<file path="config.mk">
export PLATFORM = sky130hd
export DESIGN_NAME = mem_wb_stage
export DESIGN_NICKNAME = d
export VERILOG_FILES = /design/src/rtl/mem_wb_stage.sv
export SDC_FILE = /design/constraint.sdc
export NUM_CORES = 1
export LEC_CHECK = 0
export BUFFER_PORTS_ARGS = -buffer_cell sky130_fd_sc_hd__clkbuf_2
export CAP_MARGIN = 40
export CORE_UTILIZATION = 30
export CTS_BUF_LIST = sky130_fd_sc_hd__clkbuf_4 sky130_fd_sc_hd__clkbuf_8
export CTS_CLUSTER_SIZE = 24
export DETAILED_ROUTE_END_ITERATION = 8
export HOLD_SLACK_MARGIN = 0.1
export PLACE_DENSITY = 0.65
export SLEW_MARGIN = 40
export SYNTH_ARGS = -nofsm -noshare
export SYNTH_HDL_FRONTEND = slang
export SYNTH_SLANG_ARGS = --single-unit
</file>
<file path="constraint.sdc">
create_clock -name clock -period 1.9 [get_ports clock]
set_clock_uncertainty 0.1 [all_clocks]
set_input_delay 0.19 -clock clock [delete_from_list [all_inputs] [get_ports clock]]
set_output_delay 0.19 -clock clock [all_outputs]
set_load 0.02 [all_outputs]
</file>
<file path="src/rtl/mem_wb_stage.sv">
// mem_wb_stage: MEM/WB pipeline register with write-back select, stall/flush
// control and a saturating retired-instruction counter for FPGA bring-up.
module mem_wb_stage #(
  parameter int CNT_W = 16
) (
  input  logic             clock,
  input  logic             resetN,
  input  logic             stall,
  input  logic             flush,
  input  logic             validIn,
  input  logic [31:0]      ALUResult,
  input  logic [31:0]      readData,
  input  logic [4:0]       writeRegIn,
  input  logic             regWriteF,
  input  logic             memToRegF,
  output logic [31:0]      writeData,
  output logic [4:0]       writeRegOut,
  output logic             regWriteOut,
  output logic             validOut,
  output logic [CNT_W-1:0] retiredCount
);

  localparam logic [CNT_W-1:0] CountMax = {CNT_W{1'b1}};
  localparam logic [CNT_W-1:0] CountOne = {{(CNT_W-1){1'b0}}, 1'b1};

  logic             valid_q, valid_d;
  logic             regWrite_q, regWrite_d;
  logic [31:0]      writeData_q, writeData_d;
  logic [4:0]       writeReg_q, writeReg_d;
  logic [CNT_W-1:0] count_q, count_d;

  logic             loadEdge;
  logic [31:0]      selectedData;

  assign loadEdge     = !flush && !stall;
  assign selectedData = memToRegF ? readData : ALUResult;

  // Next-state: flush empties the slot, stall holds everything, otherwise load.
  always_comb begin
    valid_d     = valid_q;
    regWrite_d  = regWrite_q;
    writeData_d = writeData_q;
    writeReg_d  = writeReg_q;
    count_d     = count_q;
    if (flush) begin
      valid_d     = 1'b0;
      regWrite_d  = 1'b0;
      writeData_d = 32'd0;
      writeReg_d  = 5'd0;
    end else if (!stall) begin
      valid_d     = validIn;
      regWrite_d  = regWriteF && validIn && (writeRegIn != 5'd0);
      writeData_d = selectedData;
      writeReg_d  = writeRegIn;
    end
    if (loadEdge && validIn && (count_q != CountMax)) begin
      count_d = count_q + CountOne;
    end
  end

  // State registers, cleared immediately by the asynchronous active-low reset.
  always_ff @(posedge clock or negedge resetN) begin
    if (!resetN) begin
      valid_q     <= 1'b0;
      regWrite_q  <= 1'b0;
      writeData_q <= 32'd0;
      writeReg_q  <= 5'd0;
      count_q     <= '0;
    end else begin
      valid_q     <= valid_d;
      regWrite_q  <= regWrite_d;
      writeData_q <= writeData_d;
      writeReg_q  <= writeReg_d;
      count_q     <= count_d;
    end
  end

  assign writeData    = writeData_q;
  assign writeRegOut  = writeReg_q;
  assign validOut     = valid_q;
  assign regWriteOut  = regWrite_q && valid_q;
  assign retiredCount = count_q;

endmodule

</file>
==> qor.csv <==
stage,metric,value,unit
synth,synth-simple-area-share,18.8,%
final_layout,area_delta_synth_final,38.0,%
cts,clock_sinks,55,
power_and_ir_drop,leakagePower,0.00201,uW
final_layout,antennaDiodeCount,0,
grt,grt_pass1_vias,2408,
synth,synth_compound_area_share,8.23,%
place,post-place-ws,52.2,ps
synth,synth_top_family_by_area,simple AND/OR/NAND/NOR gates,
grt,track_usage,14.0,%
outcome,status,"complete, no violations",
synth,syn_avg_cell_area,9.89,um2
drt,drtIter0Drc,60,
setup_path,critPathMaxFanout,5,
cts,cts_tree,built,
cts,clk_path_buf_depth,2,
drt,via_per_inst,4.69,
sta,period_minus_slack,1850,ps
drt,wire_per_inst,12.3,um
drt,routed_wirelength,6470,um
synth,synthAdderAreaFrac,0.465,%
job,cap_violations,0,
sta,hold_violations,0,
synth,synthArstFlopShare,100,%
synth,synth.top_cells.by_count,"nor2_1 (72), dfrtp_1 (55), a21oi_1 (37), mux2i_1 (37), clkbuf_1 (11)",
final_layout,postLayoutCellArea,3710,um2
setup_path,worstPathArrival,1940,ps
synth,synthTopCellsByArea,"dfrtp_1 (51%), mux2i_1 (14%), nor2_1 (10%)",
synth,synth_nets,349,
place,dpl.hpwl,4980,um
floorplan,core.rowCount,34,
place,place_congestion,0.883,
floorplan,io_pins,131,
setup_path,critPathLaunchType,register,
synth,synth_edf_count,0,
floorplan,die_width,96.7,um
sta,slew_violations,0,
synth,yosysSeqAreaShare,51.2,%
synth,yosysTopAreaCell,dfrtp_1,
drt,drtAntennaViolNets,0,
power_and_ir_drop,p_clk_share,22.9,%
grt,grt_pass1_wl,10900,um
sta,setup_viol,0,
power_and_ir_drop,power_frac_seq,50.4,%
power_and_ir_drop,p_int,1890,uW
final_layout,drive_above_1_share,39.7,%
synth,synth_xor_area_share,3.91,%
grt,antenna_found_initial,0,
setup_path,cp.required,1990,ps
power_and_ir_drop,power_frac_comb,26.6,%
synth,synth.most_common_cell,nor2_1,
sta,holdWs,155,ps
setup_path,crit_type,reg2reg,
synth,ys_types,35,
synth,netlist_area,2690,um2
power_and_ir_drop,max-vdd-ir-drop,0.437,mV
sta,rsz0062_at_grt,false,
grt,grt_overflow,0,
power_and_ir_drop,swShare,30.5,%
synth,netlist.area_leader.share,51.2,%
sta,totalNegativeSetupSlack,0,ps
final_layout,nets,493,
power_and_ir_drop,switching_power,827,uW
drt,route.detailed.drc,0,
grt,grt_max_degree,49,
synth,synthCells,272,
cts,cts_buffers,5,
synth,ys_seq_elements,55,
power_and_ir_drop,power_density,731,nW/um2
final_layout,final_cells,524,
sta,setup_ws,45.5,ps
cts,clock_latency,300,ps
floorplan,die_y,96.7,um
place,placedCellCount,507,
sta,finalCritPeriodShare,97.6,%
floorplan,die_area,9350,um2
cts,path_clk_slew,90,ps
floorplan,coreArea,8720,um2
floorplan,start_util,30.8,%
place,io_buffers,130,
synth,muxShareOfSynthArea,14.7,%
worst_hold_path,hold_path.class,in2reg,
sta,fmax,0.539,GHz
cts,cts-root-buf,clkbuf_8,
drt,via_count,2459,
sta,slew_headroom,57.1,%
synth,yosysWarnings,0,
synth,synth_flop_cell,dfrtp_1,
place,dpl-instance-area,3530,um2
sta,worstMarginPinSlew,643,ps
cts,cts_htree_levels,2,
drt,first_pass_iters,4,
setup_path,endpoint_kind,register,
-- worst max-delay path, cell delays in order, from the launching register on --
cell and delay (ps):
dfrtp_2 420, ha_4 150, nand3_1 100, or4_4 590, nand2_4 90, mux2_4 290
-- per-layer routing --
| layer | up-vias | track usage [%] | routed length (um) |
|---|---|---|---|
| li1 | 1218 | - | - |
| met1 | 1157 | 17.6 | 2880 |
| met2 | 77 | 24.1 | 3100 |
| met3 | 7 | 3.97 | 432 |
| met4 | 0 | 2.76 | 61 |
| met5 | - | 0 | 0 |
-- power groups by stage --
| stage | Sequential [uW] | Combinational (uW) | Clock, uW |
|---|---|---|---|
| 4_1_cts | 1380 | 677 | 669 |
| 5_1_grt | 1390 | 791 | 702 |
| 6_report | 1370 | 723 | 623 |
| 3_3_place_gp | 1390 | 656 | 0 |
| 2_1_floorplan | 1510 | 266 | 0 |
| 3_5_place_dp | 1400 | 665 | 0 |
-- layout by cell type, fill, tap and decap left out, types with 2 or more instances in the layout --
cell type / synthesis / layout
xor2_1: 4 / 4
clkbuf_4: 0 / 2
and4_1: 2 / 2
and3_1: 4 / 4
nand3_1: 5 / 5
a21oi_1: 37 / 37
clkbuf_8: 0 / 5
dfrtp_1: 55 / 53
nand2_1: 6 / 6
nor2_1: 72 / 72
nand4_2: 2 / 2
dlygate4sd3_1: 0 / 7
clkbuf_2: 0 / 130
buf_4: 0 / 15
dfrtp_2: 0 / 2
and2_1: 2 / 2
nor3_1: 4 / 4
mux2i_1: 37 / 37
xnor2_1: 8 / 8
-- timing repair --
| item | CTS | global route |
|---|---|---|
| hold buffers | 7 | 0 |
| buffers inserted | 0 | 3 |
| hold endpoints to repair | 29 | 0 |
| setup endpoints to repair | 0 | 1 |
| gates resized for setup | 0 | 0 |
-- cells by family (layout without fill, tap and decap cells) --
family / Yosys count / in the layout
AOI/OAI and AO/OA: 42 / 42
xor gates and xnor gates: 12 / 12
adders and majority gates: 1 / 1
buffers and inverters: 16 / 160
DFF: 55 / 55
muxes: 39 / 39
and+or+nand+nor: 107 / 107
-- worst paths after layout --
check | from | end | slack [ps] | cells past startpoint
hold reg to reg | writeData[31] | writeData[31] | 420 | 2
max in group asynchronous | resetN | writeRegOut[2] | 770 | 3
setup reg to reg | retiredCount[0] | retiredCount[1] | 50 | 5
setup / recovery | retiredCount[0] | retiredCount[1] | 50 | 5
hold / removal | readData[13] | writeData[13] | 150 | 5
min in group asynchronous | resetN | retiredCount[8] | 340 | 2
-- per-stage QoR --
stage / power, uW / util [%]
after floorplan: 1770 / -
after global placement: 2040 / 40.5
after detailed placement: 2060 / 40.5
after CTS: 2720 / 42.3
after global routing: 2880 / 42.6
final: 2710 / 42.6
-- cell type report --
cell class / instances / area, um2
fillers: 883 / 5010
flip-flops and latches: 55 / 1380
multi-input cells: 201 / 1260
repair buffers: 153 / 853
well taps: 108 / 135
clock buffers: 7 / 83.8
-- registers in the layout, indices dropped and copies added, names as in the netlist --
register	count
writeData	32
retiredCount	16
writeRegOut	5
regWrite_q	1
validOut	1
(Power assumes the default switching activity.)
